File: config.mk
export PLATFORM = sky130hd
export DESIGN_NAME = rom_bus_scheduler
export DESIGN_NICKNAME = d
export VERILOG_FILES = /design/src/rtl/rom_bus_scheduler.sv
export SDC_FILE = /design/constraint.sdc
export NUM_CORES = 1
export LEC_CHECK = 0
export CORE_AREA = 2 2 95 106
export CTS_CLUSTER_DIAMETER = 80
export CTS_CLUSTER_SIZE = 8
export DETAILED_ROUTE_END_ITERATION = 8
export DIE_AREA = 0 0 97 108
export GPL_TIMING_DRIVEN = 0
export HOLD_SLACK_MARGIN = 0.05
export MAX_ROUTING_LAYER = met4
export PLACE_DENSITY_LB_ADDON = 0.12
export SYNTH_ARGS = -nofsm -noshare
export SYNTH_HDL_FRONTEND = slang
export SYNTH_SLANG_ARGS = --single-unit
File: constraint.sdc
create_clock -name clk -period 3.74 [get_ports clk]
set_clock_uncertainty 0.15 [all_clocks]
set_input_delay 0.748 -clock clk [delete_from_list [all_inputs] [get_ports clk]]
set_output_delay 0.748 -clock clk [all_outputs]
set_load 0.1 [all_outputs]
File: src/rtl/rom_bus_scheduler.sv
// rom_bus_scheduler: CPU bus-cycle sequencer, ROM bank latch and SDRAM ROM port arbiter
module rom_bus_scheduler #(
  parameter int FIXED_WAIT  = 2,
  parameter int ROM_TIMEOUT = 255
) (
  input  logic        clk,
  input  logic        reset_n,
  input  logic        cpu_cyc,
  input  logic        cpu_rom_memrq,
  input  logic [19:0] cpu_rom_addr,
  output logic        cpu_ready,
  output logic [15:0] cpu_rom_data,
  input  logic        bank_wr,
  input  logic [3:0]  bank_din,
  output logic [3:0]  bank_select,
  input  logic        aux_req,
  input  logic [19:0] aux_addr,
  output logic        aux_ack,
  output logic [15:0] aux_data,
  output logic        rom_req,
  output logic [19:0] rom_addr,
  input  logic        rom_ack,
  input  logic [15:0] rom_data,
  output logic        rom_timeout
);
  typedef enum logic [2:0] {IDLE, WAITST, ROM_CPU, ROM_AUX, DONE} state_t;
  state_t state, state_nxt;
  logic        pend, pend_rom, aux_starve, ack_q, go_aux, go_cpu, tmo, rom_done, enter_rom;
  logic [19:0] pend_addr;
  logic [15:0] data_q, rdata;
  logic [7:0]  wcnt, tcnt;
  // a finished cycle reads as ready while in DONE, so the CPU may start the next one there
  assign cpu_ready = !pend || state == DONE;
  // grant decisions, ROM completion and next state
  always_comb begin
    go_aux = state == IDLE && aux_req && !aux_ack && (aux_starve || !(pend || cpu_cyc));
    go_cpu = state == IDLE && pend && !go_aux;
    enter_rom = go_aux || (go_cpu && pend_rom);
    tmo = rom_req && !rom_ack && tcnt == 8'(ROM_TIMEOUT);
    rom_done = ack_q || tmo;
    rdata = tmo ? 16'hFFFF : data_q;
    state_nxt = state;
    case (state)
      IDLE:    state_nxt = go_aux ? ROM_AUX : !go_cpu ? IDLE : pend_rom ? ROM_CPU : FIXED_WAIT == 0 ? DONE : WAITST;
      WAITST:  state_nxt = wcnt == 8'd0 ? DONE : WAITST;
      ROM_CPU: state_nxt = rom_done ? DONE : ROM_CPU;
      ROM_AUX: state_nxt = rom_done ? IDLE : ROM_AUX;
      default: state_nxt = IDLE;
    endcase
  end
  // state register
  always_ff @(posedge clk or negedge reset_n)
    if (!reset_n) state <= IDLE;
    else state <= state_nxt;
  // latch one CPU cycle; further cpu_cyc pulses are ignored until it completes
  always_ff @(posedge clk or negedge reset_n)
    if (!reset_n) begin
      pend      <= 1'b0;
      pend_rom  <= 1'b0;
      pend_addr <= '0;
    end else if (cpu_cyc && cpu_ready) begin
      pend      <= 1'b1;
      pend_rom  <= cpu_rom_memrq;
      pend_addr <= cpu_rom_addr;
    end else if (state == DONE) pend <= 1'b0;
  // bank latch is independent of the sequencer
  always_ff @(posedge clk or negedge reset_n)
    if (!reset_n) bank_select <= '0;
    else if (bank_wr) bank_select <= bank_din;
  // SDRAM handshake, timeout, data capture, wait counter and aux fairness
  always_ff @(posedge clk or negedge reset_n)
    if (!reset_n) begin
      rom_req      <= 1'b0;
      rom_addr     <= '0;
      tcnt         <= '0;
      wcnt         <= '0;
      ack_q        <= 1'b0;
      data_q       <= '0;
      aux_ack      <= 1'b0;
      aux_data     <= '0;
      cpu_rom_data <= '0;
      rom_timeout  <= 1'b0;
      aux_starve   <= 1'b0;
    end else begin
      ack_q   <= rom_ack && rom_req;
      data_q  <= rom_data;
      aux_ack <= state == ROM_AUX && rom_done;
      if (enter_rom) begin
        rom_req  <= 1'b1;
        rom_addr <= go_aux ? aux_addr : pend_addr;
        tcnt     <= '0;
      end else if (rom_req) begin
        rom_req <= !(rom_ack || tmo);
        tcnt    <= tcnt + 8'd1;
      end
      if (tmo) rom_timeout <= 1'b1;
      if (state == ROM_CPU && rom_done) cpu_rom_data <= rdata;
      if (state == ROM_AUX && rom_done) aux_data <= rdata;
      wcnt <= go_cpu ? 8'(FIXED_WAIT > 0 ? FIXED_WAIT - 1 : 0) : (state == WAITST && wcnt != 8'd0) ? wcnt - 8'd1 : wcnt;
      aux_starve <= go_aux ? 1'b0 : (go_cpu && pend_rom && aux_req) ? 1'b1 : aux_starve;
    end
endmodule

* Word-level counts from Yosys, hierarchy flattened *
Cells that the tools add are included.

operators by class
  multipliers = 0
  shift-type cells = 0
  add/sub/neg operators = 2
  div/mod/pow operators = 0
  order comparisons = 0
  reduce and logical (&&, ||, !) cells = 33
  mux-type cells = 19
  bitwise operators = 0
  eq/ne operators = 5

operators by type and width
  cell                                                                    count
  8-bit 2-to-1 mux                                                        4
  20-bit 2-to-1 mux                                                       1
  16-bit 2-to-1 mux                                                       1
  1-bit logical AND                                                       14
  3-bit case mux with 4 select lines                                      1
  8-bit by 1-bit adder with 8-bit output (second input constant)          1
  8-bit equality test (second input constant)                             1
  8-bit logical NOT                                                       1
  2-bit 2-to-1 mux                                                        4
  2-bit nonzero test                                                      4
  8-bit nonzero test                                                      1
  8-bit by 1-bit subtractor with 8-bit output (second input constant)     1
  3-bit by 2-bit equality test with 1-bit output (second input constant)  2
  1-bit logical NOT                                                       6
  1-bit logical OR                                                        6
  1-bit 2-to-1 mux                                                        6
  3-bit 2-to-1 mux                                                        2
  3-bit by 1-bit equality test with 1-bit output (second input constant)  1
  3-bit equality test (second input constant)                             1
  3-bit logical NOT                                                       1

word-level totals
  word-level logic and storage cells = 75
  bits in registers = 118
  latch bits = 0
  input bits = 67
  memory bits (writable) = 0
  memories kept = 0
  output and inout port bits = 60
  memory bits (read-only) = 0

* Depth between registers and ports, before layout *
  depth after elaboration = 10
  mapped depth = 6

* Least setup slack after synthesis *
Ideal clock, no wire load.

  kind = flip-flop to flip-flop
  start point = reg state[0]
  end point = reg pend_addr[0]
  path slack = 0.704 ns
  arrival = 2.761 ns
  cell stages (with the launch flop) = 6
  data required time = 3.465 ns
  buffers on the path = 2
  setup time = 0.125 ns
  cells stage by stage = dfrtp_1 clkbuf_2 o31ai_2 nand2_1 buf_2 mux2_2

between the ends
  word-level cells in the longest chain between the ends = 3

RTL lines
  item                      line  text
  start: declaration        27    state_t state, state_nxt;
  start signal: assignment  54    else state <= state_nxt;
  3-bit equality test       33    assign cpu_ready = !pend || state == DONE;
  1-bit logical OR          33
  via cpu_ready             11    output logic cpu_ready,
  1-bit logical AND         61    end else if (cpu_cyc && cpu_ready) begin
  end signal: assignment    64    pend_addr <= cpu_rom_addr;
  end: declaration          29    logic [19:0] pend_addr;

The timed path passes the listed nets, and every way through them passes these cells.
A chain may end at the register's enable or synchronous reset.

* Worst setup path after layout *
  start point = reg state[0]
  end point = out cpu_ready

between the ends
  word-level cells in the longest chain between the ends = 2

RTL lines
  item                 line
  3-bit equality test  33
  1-bit logical OR     33
  end: declaration     11

Every way passes these cells.

==> flow_summary.json <==
{
  "hold_viol_final": 0,
  "wl_um": 10700,
  "nets": 585,
  "rsz0062_at_grt": "no",
  "post-cts-setup-buffers": 0,
  "place.gp.congestion": 0.770,
  "cts_made_buffers": 17,
  "postSynthCellCount": 368,
  "min-delay-path-class": "reg -> reg",
  "busiest_layer": "met2",
  "clockBufferDepth": 2,
  "cts_root_buf": "clkbuf_8",
  "syn-cell-area_mm2": 0.00476,
  "cpMaxStageDelayCell": "clkdlybuf4s50_1",
  "synth_area_per_cell_um2": 12.9,
  "track_usage_pct": 22.3,
  "die_h_um": 108,
  "ys_ff_latch": 118,
  "ctsHtreeMaxLevel": 4,
  "yosys.cell_types.count": 49,
  "met3_usage_pct": 6.72,
  "fin_crit_sh_pct": 94.4,
  "post-place-ws_ns": 0.720,
  "synth-seq-area-share_pct": 62.0,
  "max_slew_margin_pct": 32.1,
  "grt_pass1_vias": 3675,
  "use_met1_pct": 26.7,
  "period_needed_ns": 3.53,
  "ys_warn_count": 0,
  "final_antenna_net_count": 0,
  "grt_use_met2_pct": 36.8,
  "worstHoldStart": "rom_timeout",
  "grt_pass1_wl_um": 17700,
  "cp.arrival_ns": 2.63,
  "crit_start": "state[0]",
  "dr.pass1.iters": 4,
  "worstSetupStartpointType": "flop",
  "cts.sinks": 118,
  "grt-ovfl-total": 0,
  "viasPerCell": 5.27,
  "io_pins": 127,
  "cap_viol_max_count": 0,
  "area_growth_pct": 43.9,
  "num_antenna_cells": 0,
  "slew_viol_final": 0,
  "layout-drive-gt1-share_pct": 16.9,
  "hpwl_um": 7220,
  "insertion_delay_ns": 0.51,
  "status": "finished, final reports clean",
  "cts_tree": "built",
  "core_area_mm2": 0.00931,
  "syn_nets": 438,
  "die_w_um": 97,
  "path_cells": "clkbuf_2 -> o31ai_2 -> clkdlybuf4s50_1",
  "cp.required_ns": 2.84,
  "drtIter0Drc": 108,
  "die-area_mm2": 0.0105,
  "slowest_delay_ns": 1.20,
  "grt_max_degree": 91,
  "worstPathMaxFanout": 8,
  "initial_core_util_pct": 51.2,
  "drc": 0,
  "antenna_found_initial": 0,
  "max_freq_ghz": 0.283,
  "worstSetupEndpointType": "primary output",
  "cts.reportedPaths.clkPinSlew_ns": 0.05,
  "wl_per_cell_um": 16.6,
  "vias": 3396,
  "rows": 37,
  "io_buffers": 126,
  "tightest_slew_ns": 1.02,
  "dp_cells": 612,
  "stdcell_count": 645,
  "setup_viol": 0,
  "critPathKind": "reg -> out",
  "fillCellCount": 644,
  "finalWorstSetupSlack_ns": 0.211,
  "regToRegStartpoint": "tcnt[1]"
}
-- sequential cells by signal, summed over array words and instances, names as in the netlist --
signal,cells
pend_addr,20
rom_addr,20
aux_data,16
cpu_rom_data,16
data_q,16
tcnt,8
wcnt,8
bank_select,4
state,3
ack_q,1
aux_ack,1
aux_starve,1
pend,1
pend_rom,1
rom_req,1
rom_timeout,1
-- worst max-delay path: cells and delay by family, from the launching register on --
kind / cells / cell delay, ns
buffers and inverters: 2 / 1.39
AOI/OAI and AO/OA: 1 / 0.39
DFF: 1 / 0.35
-- kinds of logic after synthesis --
| family | share of synthesized area (%) |
|---|---|
| DFF | 62.0 |
| muxes | 10.7 |
| xor gates and xnor gates | 2.02 |
| and+or+nand+nor | 11.8 |
| AOI/OAI and AO/OA | 10.4 |
| buffers and inverters | 2.26 |
| adders and majority gates | 0.789 |
-- synth_stat cells, drive strengths merged --
master	count	area [um2]
dfrtp	118	2950
nor2	44	168
o22a	32	289
mux2	25	282
mux2i	23	230
a21oi	22	110
nand2b	20	125
buf	9	61.3
nand2	9	36.3
nand4	7	50.1
xor2	7	61.3
clkbuf	6	23.8
inv	6	22.5
nand3	4	25.0
xnor2	4	35.0
and3	3	20.0
ha	3	37.5
nor3	3	20.0
nand3b	2	18.8
nor2b	2	12.5
nor3b	2	31.3
o211ai	2	15.0
or3	2	13.8
a211oi	1	7.51
a21boi	1	11.3
a21o	1	8.76
a31o	1	8.76
and2	1	6.26
nor4b	1	15.0
o2111ai	1	8.76
o21bai	1	7.51
o22ai	1	6.26
o31a	1	8.76
o31ai	1	12.5
or3b	1	8.76
or4b	1	10.0
-- final cells by class --
| type | instances | area [um2] | area share [%] |
|---|---|---|---|
| inverters | 6 | 22.5 | 0.329 |
| flip-flops and latches | 118 | 2950 | 43.1 |
| repair buffers | 128 | 1300 | 19.0 |
| clock buffers | 20 | 445 | 6.50 |
| well taps | 117 | 146 | 2.14 |
| multi-input cells | 229 | 1700 | 24.8 |
| plain buffers | 15 | 85.1 | 1.24 |
| clock inverters | 12 | 199 | 2.90 |
-- per-stage QoR --
stage                     setup TNS (ns)  hold slack (ns)  utilization (%)  instance area (um2)
after floorplan                        0            0.302                -                 4760
after global routing                   0            0.338             73.6                 6850
final                                  0            0.318             73.6                 6850
after global placement           -312.36            0.302             66.3                 6170
after detailed placement               0            0.313             66.6                 6200
after CTS                              0            0.326             73.6                 6850
-- layer usage --
layer | vias to the layer above | wire length (um)
met1 | 1687 | 4680
met2 | 96 | 5400
met4 | 0 | 130
met3 | 14 | 517
met5 | - | 0
li1 | 1599 | -
-- layout by cell type (no fill, tap or decap), types with 4 or more instances in the layout --
| master | Yosys | layout |
|---|---|---|
| nor2_1 | 43 | 43 |
| nand2_1 | 8 | 8 |
| dfrtp_1 | 118 | 118 |
| clkdlybuf4s50_1 | 0 | 125 |
| clkbuf_16 | 0 | 16 |
| clkbuf_1 | 5 | 6 |
| bufinv_16 | 0 | 5 |
| a21oi_1 | 22 | 22 |
| xnor2_1 | 4 | 4 |
| o22a_1 | 25 | 25 |
| nand4_1 | 6 | 6 |
| mux2_2 | 25 | 25 |
| xor2_1 | 7 | 7 |
| inv_1 | 6 | 6 |
| nand2b_1 | 20 | 20 |
| mux2i_1 | 23 | 23 |
| buf_2 | 4 | 4 |
| buf_4 | 4 | 4 |
| o22a_2 | 7 | 7 |
-- timing repair --
action / in CTS / in global routing
endpoints found under the setup margin: 0 / 0
hold buffers: 1 / 0
gates resized for setup: 0 / 0
endpoints found under the hold margin: 28 / 0
-- worst paths after layout --
check | to | cells after the start | slack [ns]
min in group asynchronous | data_q[4] | 2 | 0.52
max in group asynchronous | rom_addr[18] | 3 | 2.19
worst max register to register | cpu_rom_data[10] | 6 | 1.61
worst min register to register | rom_timeout | 1 | 0.32
worst min-delay path | rom_timeout | 1 | 0.32
worst max-delay path | cpu_ready | 3 | 0.21
Power is not shown: default switching activity piles up to over one toggle a cycle in this logic, so the estimate is an artifact.
